[src/rtl/usb_tx_pkg.sv]
// Shared types and field-length constants for the USB transmit packet sequencer.
package usb_tx_pkg;

    typedef enum logic [1:0] {
        PktToken     = 2'd0,
        PktData      = 2'd1,
        PktHandshake = 2'd2,
        PktIllegal   = 2'd3
    } pkt_type_t;

    typedef enum logic [2:0] {
        FieldNone  = 3'd0,
        FieldSync  = 3'd1,
        FieldPid   = 3'd2,
        FieldTbody = 3'd3,
        FieldData  = 3'd4,
        FieldCrc5  = 3'd5,
        FieldCrc16 = 3'd6,
        FieldEop   = 3'd7
    } field_t;

    typedef enum logic [3:0] {
        StIdle, StSync, StPid, StTbody, StData, StCrc5, StCrc16, StEop, StDelay
    } state_t;

    localparam int unsigned SYNC_BITS  = 8;
    localparam int unsigned PID_BITS   = 8;
    localparam int unsigned TBODY_BITS = 11;
    localparam int unsigned CRC5_BITS  = 5;
    localparam int unsigned CRC16_BITS = 16;
    localparam int unsigned EOP_BITS   = 3;

    function automatic field_t state_to_field(state_t st);
        case (st)
            StSync:  return FieldSync;
            StPid:   return FieldPid;
            StTbody: return FieldTbody;
            StData:  return FieldData;
            StCrc5:  return FieldCrc5;
            StCrc16: return FieldCrc16;
            StEop:   return FieldEop;
            default: return FieldNone;
        endcase
    endfunction

    // Index of the last bit of the field; DATA counts per byte.
    function automatic logic [3:0] field_last_bit(state_t st);
        case (st)
            StSync:  return 4'(SYNC_BITS - 1);
            StPid:   return 4'(PID_BITS - 1);
            StTbody: return 4'(TBODY_BITS - 1);
            StData:  return 4'd7;
            StCrc5:  return 4'(CRC5_BITS - 1);
            StCrc16: return 4'(CRC16_BITS - 1);
            StEop:   return 4'(EOP_BITS - 1);
            default: return 4'd0;
        endcase
    endfunction

endpackage

[src/rtl/usb_tx_bit_counter.sv]
// Tick-gated up counter with clear, load and a programmable terminal-count flag.
module usb_tx_bit_counter #(
    parameter int unsigned Width = 4
) (
    input  logic             clk,
    input  logic             n_rst,
    input  logic             clr_i,
    input  logic             load_i,
    input  logic [Width-1:0] load_val_i,
    input  logic             tick_i,
    input  logic [Width-1:0] term_val_i,
    output logic [Width-1:0] cnt_o,
    output logic             term_o
);

    logic [Width-1:0] cnt_q, cnt_d;

    always_comb begin
        cnt_d = cnt_q;
        if (clr_i) begin
            cnt_d = '0;
        end else if (load_i) begin
            cnt_d = load_val_i;
        end else if (tick_i) begin
            cnt_d = cnt_q + 1'b1;
        end
    end

    always_ff @(posedge clk or negedge n_rst) begin
        if (!n_rst) begin
            cnt_q <= '0;
        end else begin
            cnt_q <= cnt_d;
        end
    end

    assign cnt_o  = cnt_q;
    assign term_o = (cnt_q == term_val_i);

endmodule

[src/rtl/usb_tx_pkt_sequencer.sv]
// Transmit packet field sequencer: SYNC/PID/body/CRC/EOP/turnaround, paced by bit_tick_i.
// Optional abort support is built when USB_TX_ABORT_EN is defined.
module usb_tx_pkt_sequencer
    import usb_tx_pkg::*;
#(
    parameter int unsigned MAX_DATA_BYTES   = 64,
    parameter int unsigned EOP_DELAY_CYCLES = 2,
    parameter int unsigned LEN_W            = $clog2(MAX_DATA_BYTES + 1)
) (
    input  logic             clk,
    input  logic             n_rst,
    input  logic             pkt_start_i,
    input  logic [1:0]       pkt_type_i,
    input  logic [LEN_W-1:0] data_len_i,
    input  logic             bit_tick_i,
`ifdef USB_TX_ABORT_EN
    input  logic             abort_i,
    output logic             pkt_aborted_o,
`endif
    output logic             busy_o,
    output logic             pkt_done_o,
    output logic             start_err_o,
    output logic [2:0]       field_sel_o,
    output logic [3:0]       field_bit_idx_o,
    output logic [LEN_W-1:0] data_byte_idx_o,
    output logic             load_byte_o
);

    localparam int unsigned DlyW = $clog2(EOP_DELAY_CYCLES + 1);

    state_t           state_q, state_d;
    pkt_type_t        type_q, type_d;
    logic [LEN_W-1:0] len_q, len_d;
    logic [LEN_W-1:0] byte_idx_q, byte_idx_d;
    logic [DlyW-1:0]  dly_q, dly_d;
    logic             busy_q, busy_d;
    logic             done_q, done_d;
    logic             err_q, err_d;
    logic             load_q, load_d;
    field_t           field_q, field_d;

    logic       cnt_clr, cnt_term, field_last, req_bad;
    logic [3:0] cnt;

    usb_tx_bit_counter #(
        .Width (4)
    ) u_bit_counter (
        .clk        (clk),
        .n_rst      (n_rst),
        .clr_i      (cnt_clr),
        .load_i     (1'b0),
        .load_val_i (4'd0),
        .tick_i     (bit_tick_i),
        .term_val_i (field_last_bit(state_q)),
        .cnt_o      (cnt),
        .term_o     (cnt_term)
    );

    assign field_last = bit_tick_i & cnt_term;
    // data_len only matters for DATA packets, so only they can be oversized.
    assign req_bad = (pkt_type_i == 2'd3) ||
                     ((pkt_type_i == 2'd1) && (32'(data_len_i) > MAX_DATA_BYTES));

`ifdef USB_TX_ABORT_EN
    logic aborted_q, aborted_d;
`endif

    always_comb begin
        state_d    = state_q;
        type_d     = type_q;
        len_d      = len_q;
        byte_idx_d = byte_idx_q;
        dly_d      = dly_q;
        err_d      = 1'b0;
        done_d     = 1'b0;
        load_d     = 1'b0;
        cnt_clr    = field_last;

        case (state_q)
            StIdle: begin
                cnt_clr = 1'b1;
                if (pkt_start_i) begin
                    if (req_bad) begin
                        err_d = 1'b1;
                    end else begin
                        type_d  = pkt_type_t'(pkt_type_i);
                        len_d   = data_len_i;
                        state_d = StSync;
                    end
                end
            end
            StSync:  if (field_last) state_d = StPid;
            StPid: begin
                if (field_last) begin
                    case (type_q)
                        PktToken: state_d = StTbody;
                        PktData: begin
                            if (len_q == '0) begin
                                state_d = StCrc16;
                            end else begin
                                state_d = StData;
                                load_d  = 1'b1;
                            end
                        end
                        default:  state_d = StEop;
                    endcase
                end
            end
            StTbody: if (field_last) state_d = StCrc5;
            StData: begin
                if (field_last) begin
                    if (LEN_W'(byte_idx_q + 1'b1) == len_q) begin
                        state_d = StCrc16;
                    end else begin
                        byte_idx_d = byte_idx_q + 1'b1;
                        load_d     = 1'b1;
                    end
                end
            end
            StCrc5, StCrc16: if (field_last) state_d = StEop;
            StEop: begin
                if (field_last) begin
                    state_d = StDelay;
                    dly_d   = '0;
                end
            end
            StDelay: begin
                cnt_clr = 1'b1;
                if (dly_q == DlyW'(EOP_DELAY_CYCLES - 1)) begin
                    state_d = StIdle;
                    done_d  = 1'b1;
                end else begin
                    dly_d = dly_q + 1'b1;
                end
            end
            default: state_d = StIdle;
        endcase

`ifdef USB_TX_ABORT_EN
        aborted_d = 1'b0;
        if (abort_i && (state_q inside {StSync, StPid, StTbody, StData, StCrc5, StCrc16})) begin
            state_d   = StEop;
            cnt_clr   = 1'b1;
            load_d    = 1'b0;
            aborted_d = 1'b1;
        end
`endif

        if (state_d != StData) begin
            byte_idx_d = '0;
        end
        busy_d  = (state_d != StIdle);
        field_d = state_to_field(state_d);
    end

    always_ff @(posedge clk or negedge n_rst) begin
        if (!n_rst) begin
            state_q    <= StIdle;
            type_q     <= PktToken;
            len_q      <= '0;
            byte_idx_q <= '0;
            dly_q      <= '0;
            busy_q     <= 1'b0;
            done_q     <= 1'b0;
            err_q      <= 1'b0;
            load_q     <= 1'b0;
            field_q    <= FieldNone;
        end else begin
            state_q    <= state_d;
            type_q     <= type_d;
            len_q      <= len_d;
            byte_idx_q <= byte_idx_d;
            dly_q      <= dly_d;
            busy_q     <= busy_d;
            done_q     <= done_d;
            err_q      <= err_d;
            load_q     <= load_d;
            field_q    <= field_d;
        end
    end

`ifdef USB_TX_ABORT_EN
    always_ff @(posedge clk or negedge n_rst) begin
        if (!n_rst) begin
            aborted_q <= 1'b0;
        end else begin
            aborted_q <= aborted_d;
        end
    end

    assign pkt_aborted_o = aborted_q;
`endif

    assign busy_o          = busy_q;
    assign pkt_done_o      = done_q;
    assign start_err_o     = err_q;
    assign field_sel_o     = field_q;
    assign field_bit_idx_o = cnt;
    assign data_byte_idx_o = byte_idx_q;
    assign load_byte_o     = load_q;

endmodule
[config.mk]
export PLATFORM = sky130hd
export DESIGN_NAME = usb_tx_pkt_sequencer
export DESIGN_NICKNAME = d
export VERILOG_FILES = /design/src/rtl/usb_tx_pkg.sv /design/src/rtl/usb_tx_bit_counter.sv /design/src/rtl/usb_tx_pkt_sequencer.sv
export SDC_FILE = /design/constraint.sdc
export NUM_CORES = 1
export LEC_CHECK = 0
export ABC_AREA = 1
export BUFFER_PORTS_ARGS = -buffer_cell sky130_fd_sc_hd__buf_2
export CAP_MARGIN = 20
export CORE_ASPECT_RATIO = 0.5
export CORE_MARGIN = 1.5
export CORE_UTILIZATION = 56
export DETAILED_ROUTE_END_ITERATION = 10
export HOLD_SLACK_MARGIN = 0.15
export PLACE_DENSITY = 0.87
export SLEW_MARGIN = 10
export SYNTH_ARGS = -nofsm -noshare
export SYNTH_HDL_FRONTEND = slang
export SYNTH_HIERARCHICAL = 1
export SYNTH_SLANG_ARGS = --single-unit
[constraint.sdc]
create_clock -name clk -period 3.4 [get_ports clk]
set_input_delay 0.17 -clock clk [delete_from_list [all_inputs] [get_ports clk]]
set_output_delay 0.17 -clock clk [all_outputs]
set_load 0.03 [all_outputs]
==> results of run 1 <==
==> worst reg2reg max path: stages, from the launching register on <==
cell and delay, ns:
dfrtp_1 0.42, nor2_1 0.27, inv_1 0.13, nor2_1 0.19
inv_1 0.08, nand2_1 0.10, xnor2_1 0.13, nand2_1 0.08
nor3_1 0.28, nand2_4 0.19, nor3_2 0.20, nor2_1 0.07
nor2_1 0.14, nand3_1 0.11, a21oi_2 0.22, nand4_2 0.22
nor2_1 0.15
==> cells in the final DEF, fill, tap and decap left out, drive strengths merged, types with 6 or more instances in the layout <==
cell          n
nand2        85
inv          47
nor2         41
dfrtp        33
buf          30
nand3        25
o21ai        18
dlygate4sd3   9
conb          9
clkbuf        7
nand4         6
==> power breakdown <==
part / leakage (uW) / internal, uW / switching (uW)
registers: 0.000423 / 507 / 109
clock network: 0.0000585 / 239 / 141
logic: 0.000920 / 267 / 521
total: 0.00140 / 1010 / 772
==> cells by family after synthesis <==
logic type,after synthesis
AO/OA/AOI/OAI,27
XOR/XNOR,7
adder cells (fa/ha/maj),3
buffers and inverters,48
flip-flops,33
other,1
AND/OR/NAND/NOR,164
==> flip-flops by register name (all words and copies together) (netlist names) <==
register	cells
field_sel_o	3
start_err_o	1
data_byte_idx_o	7
state_q	4
load_byte_o	1
busy_o	1
u_bit_counter/cnt_o	4
len_q	7
pkt_done_o	1
dly_q	2
type_q	2
==> layout make-up <==
| cell class | count | area (um2) |
|---|---|---|
| Fill cell | 263 | 984.7 |
| Multi-Input combinational cell | 210 | 1046 |
| Clock inverter | 1 | 30.03 |
| Clock buffer | 7 | 86.33 |
| Tap cell | 51 | 63.81 |
| Inverter | 47 | 176.4 |
| Sequential cell | 33 | 825.8 |
| Timing Repair Buffer | 39 | 240.2 |
==> layer usage <==
metal / GRT usage / share of wire
met3: 0.06159 / 0.046
met5: 0 / 0
met2: 0.4870 / 0.49
met4: 0.1143 / 0.027
met1: 0.3127 / 0.43
==> through the flow <==
stage	util	instance area [um2]	setup slack, ns	total power [uW]
finish	0.7149	2469	0.3725	1784
global route	0.7149	2469	0.06633	1908
CTS	0.7149	2469	0.4114	1776
detailed placement	0.6551	2262	0.5249	1368
global placement	0.6551	2262	0.7606	1336
floorplan	-	2053	0.9239	1187
==> how the worst max path moves through the flow <==
stage,endpoint,from,cells after the start
2_1_floorplan,data_byte_idx_o[1],state_q[2],16
3_3_place_gp,data_byte_idx_o[5],state_q[1],14
3_5_place_dp,data_byte_idx_o[4],state_q[1],15
4_1_cts,data_byte_idx_o[4],state_q[3],16
5_1_grt,data_byte_idx_o[3],state_q[3],16
6_report,data_byte_idx_o[4],state_q[3],16
==> flow_summary.yaml, run 1 <==
global_route:
  overflow: 0
  grtUsageTotal: 0.2678
  grt_first_pass_wirelength_um: 8059
  grt_start_max_net_pins: 34
  grt_pass1_vias: 1849
  antenna_found_initial: 0
cts:
  htree_levels: 2
  cts_setup_buffers: 0
  cts_buffers: 5
  cts_tree: "done"
  clk_latency_ns: 0.28
  clkTransAtPathRegs_ns: 0.07
  cts_repair_resize_count: 0
  clock_path_buffers: 2
  clockRootBuffer: "clkbuf_8"
  clock_sinks: 33
  ctsHoldBuffers: 9
yosys:
  synth-seq-cells: 33
  avgSynthCellArea_um2: 7.149
  yosysWarningCount: 6
  synth_area_leaders: "dfrtp_1 (41%), nand2_1 (15%), inv_1 (8.5%)"
  synthFlopType: "dfrtp_1"
  synth_cell_types: 30
  synth_compound_area_frac: 0.07792
  synth_top_cell_area_share: 0.4082
  synth_area_um2: 2023
  synth_edf_count: 0
  synthAdderAreaFrac: 0.01855
  async_flop_share: 1.000
  netlist_instances: 283
  yosys.cell_count.top_type: "nand2_1"
  synthXorXnorAreaFrac: 0.03030
  ys_top_cells_by_count: "nand2_1 (80), inv_1 (46), nor2_1 (35)"
  synth_top_family_by_area: "simple AND/OR/NAND/NOR gates"
  yosysTopAreaCell: "dfrtp_1"
  seq_area_frac_synth: 0.4082
  synth.area.mux_share: 0
  synthSimpleGateAreaFrac: 0.3735
worst_setup_path:
  start_kind: "register"
  path_buf_inv: 2
  worstPathCellList: "nor2_1, inv_1, nor2_1, inv_1, nand2_1, xnor2_1, nand2_1, nor3_1, nand2_4, nor3_2, nor2_1, nor2_1, nand3_1, a21oi_2, nand4_2, nor2_1"
  regToRegEndpoint: "data_byte_idx_o[4]"
  required_ns: 3.61
  endpoint_kind: "register"
  path_max_fanout: 9
  crit_slowest_cell: "dfrtp_1"
  rr_worst_depth: 16
  max_stage_delay_ns: 0.42
  rr_startpoint: "state_q[3]"
  cp_top_family: "simple AND/OR/NAND/NOR gates"
  critPathKind: "reg2reg"
  cp.arrival_ns: 3.24
  r2r_slack_ns: 0.37
  crit_top_cell: "nor2_1"
placed_design:
  dp_cells: 371
  dp_hpwl_um: 3274
  portBuffers: 30
  place.gp.congestion: 1.096
detailed_routing:
  route.detailed.drc: 0
  postRouteWirelength_um: 4790
  vias: 1983
  viasPerCell: 5.111
  wl_per_cell_um: 12.35
  drt_first_pass_iters: 4
  drtIter0Drc: 119
  drt.antenna.violating_nets: 0
floorplan:
  fp-row-count: 15
  die_w_um: 88.01
  dieArea_um2: 4004
  core_area_um2: 3453
  dieHeight_um: 45.50
  initial_core_util: 0.5859
  io_pins: 31
timing:
  drv_slew: 0
  slew_headroom: 0.4364
  report.final.setup_viol: 0
  fin_crit_ns: 3.028
  skew_ns: 0.002216
  max_freq_mhz: 330.3
  hold_viol: 0
  tightestPinTransition_ns: 0.8423
  rsz0062_at_grt: "no"
  hold_slack_ns: 0.1679
  setup_tns_ns: 0
  fin_crit_sh: 0.8904
finish:
  n_antenna_cell: 0
  fin_nets: 352
  layout.cells.non_filler: 388
  drive_above_1_share: 0.1662
  syn2layout_area_growth_pct: 22.02
hold_path:
  hold_path_class: "in2reg"
  hold_depth: 3
  hold_start: "data_len_i[6]"
  worstHoldEndpoint: "len_q[6]"
power_and_ir_drop:
  p_per_area_nw_per_um2: 722.8
  p_leak_uw: 0.001402
  ir_worst_vdd_v: 0.0004408
run:
  maxCapViolCount: 0
status:
  status: "finished clean"
(Power assumes the default switching activity.)
==> inputs of run 2 (changes only) <==
- CORE_MARGIN: 1.5 -> 3
==> run 2 against run 1 <==
  * Die area increased by 10%
  * Worst hold slack improved by 0.0016 ns
  * Utilization up 4.5 points
  * Maximum frequency grew 3.3%
  * Sequential cell count stayed put
  * Clock-buffer cell count fell by 1
  * Setup slack improved by 0.097 ns
  * Final cell count down 0.26%
  * Clock skew grew 0.010 ns
  * Global-route usage shrank 1.9 points
  * Critical path type unchanged
==> flow_summary.yaml, run 2 (same netlist as run 1, synthesis figures left out) <==
detailed_routing:
  postRouteWirelength_um: 4837
  route.detailed.drc: 0
  viasPerCell: 5.047
  vias: 1953
  drt_first_pass_iters: 5
  wl_per_cell_um: 12.50
  drt.antenna.violating_nets: 0
  drtIter0Drc: 125
timing:
  fin_crit_ns: 2.931
  drv_slew: 0
  hold_viol: 0
  skew_ns: 0.01239
  rsz0062_at_grt: "no"
  report.final.setup_viol: 0
  tightestPinTransition_ns: 0.7399
  layout_setup_ws_ns: 0.4693
  fin_crit_sh: 0.8620
  slew_headroom: 0.5067
  setup_tns_ns: 0
  max_freq_mhz: 341.2
floorplan:
  dieHeight_um: 48.50
  initial_core_util: 0.6277
  core_area_um2: 3223
  die_w_um: 91.01
  dieArea_um2: 4414
  io_pins: 31
  fp-row-count: 14
cts:
  clockRootBuffer: "clkbuf_8"
  clock_sinks: 33
  cts_repair_resize_count: 0
  clk_latency_ns: 0.29
  htree_levels: 2
  cts_tree: "done"
  clock_path_buffers: 2
  clkTransAtPathRegs_ns: 0.08
  cts_buffers: 5
global_route:
  grtUsageTotal: 0.2485
  overflow: 0
  grt_first_pass_wirelength_um: 8666
  grt_pass1_vias: 1946
  antenna_found_initial: 0
  grt_start_max_net_pins: 34
placed_design:
  pre_cts_ws_ns: 0.5188
  placed_area_um2: 2266
  dp_hpwl_um: 3374
  portBuffers: 30
  place.gp.congestion: 0.9150
power_and_ir_drop:
  sw_frac_of_total: 0.4529
  p_leak_uw: 0.001398
  p_seq_frac: 0.364
  p_per_area_nw_per_um2: 686.2
  p_clk_frac: 0.174
  switchingPower_uw: 761.0
  ir_worst_vdd_v: 0.0004527
  combPwrFrac: 0.462
  p_int_uw: 919.2
worst_setup_path:
  rr_startpoint: "state_q[1]"
  r2r_slack_ns: 0.47
  rr_worst_depth: 15
  required_ns: 3.62
  regToRegEndpoint: "data_byte_idx_o[5]"
  path_max_fanout: 9
  critPathKind: "reg2reg"
  start_kind: "register"
  endpoint_kind: "register"
  cp.arrival_ns: 3.15
finish:
  drive_above_1_share: 0.1681
  regArea_um2: 825.8
  fillers: 272
  final_cell_area_um2: 2449
  layout_common_cells: "nand2_1 (80), inv_1 (46), nor2_1 (35), dfrtp_1 (33), buf_2 (30)"
  n_antenna_cell: 0
  syn2layout_area_growth_pct: 21.03
  final_common_cell: "nand2_1"
  multiInputGateArea_um2: 1046
  fin_util: 0.7597
  fin_nets: 354
hold_path:
  hold_depth: 3
  hold_path_class: "in2reg"
  worstHoldEndpoint: "type_q[1]"
  hold_start: "pkt_type_i[1]"
status:
  status: "finished clean"
run:
  maxCapViolCount: 0
[run 2: cell types whose count changed in the layout (fill, tap and decap cells not counted)]
| cell | delta |
|---|---|
| clkbuf_8 | -1 |
| clkinv_2 | +2 |
| buf_4 | +1 |
| dlygate4sd3_1 | +1 |
| bufinv_16 | -1 |
[run 2: final cells by class]
type / instances / area share
clock inverter: 2 / 0.004088
inverter: 47 / 0.07205
sequential: 33 / 0.3373
multi-input combinational: 210 / 0.4272
timing repair buffer: 41 / 0.1053
clock buffer: 6 / 0.02964
tap: 48 / 0.02453
[run 2: timing repair]
action / in CTS / in global routing
endpoints found under the hold margin: 42 / 0
setup buffers: 0 / 0
hold buffers: 10 / 0
[run 2: worst max-delay path, cell delays in order, from the launching register on]
cell and delay [ns]:
dfrtp_1 0.45, nor2_1 0.08, inv_1 0.09, nor2_1 0.06, inv_1 0.22, nand4_1 0.17
xor2_1 0.17, nor3_1 0.30, nand2_4 0.18, nor3_2 0.17, nor2_1 0.07, nor2_1 0.14
o21ai_1 0.08, nor2_1 0.26, nand4_2 0.26, nor2_1 0.16
[run 2: routing by layer]
layer,vias to the layer above,part of all wire,track usage
met2,53,0.47,0.4080
met5,-,0,0
li1,980,-,-
met4,0,0.038,0.1050
met1,902,0.43,0.3101
met3,18,0.056,0.07121
[run 2: worst max path at each step]
stage	startpoint	endpoint	slack, ns
after floorplan	state_q[2]	data_byte_idx_o[1]	0.92
after global placement	state_q[2]	data_byte_idx_o[6]	0.62
after detailed placement	state_q[2]	data_byte_idx_o[4]	0.52
after CTS	state_q[1]	data_byte_idx_o[5]	0.47
after global routing	state_q[2]	data_byte_idx_o[4]	0.09
final	state_q[1]	data_byte_idx_o[5]	0.47
[run 2: power by group through the flow]
stage	clock network, uW	registers (uW)	logic, uW
after floorplan	0	677	509
after global placement	0	614	736
after detailed placement	0	614	760
after CTS	292	609	771
after global routing	319	630	873
final	293	611	776
[run 2: stage by stage]
stage	cells	total power (uW)	hold slack, ns
after floorplan	291	1187	-0.1256
after global placement	369	1350	0.2555
after detailed placement	369	1374	0.2791
after CTS	387	1673	0.1641
after global routing	387	1821	0.1919
final	387	1680	0.1695
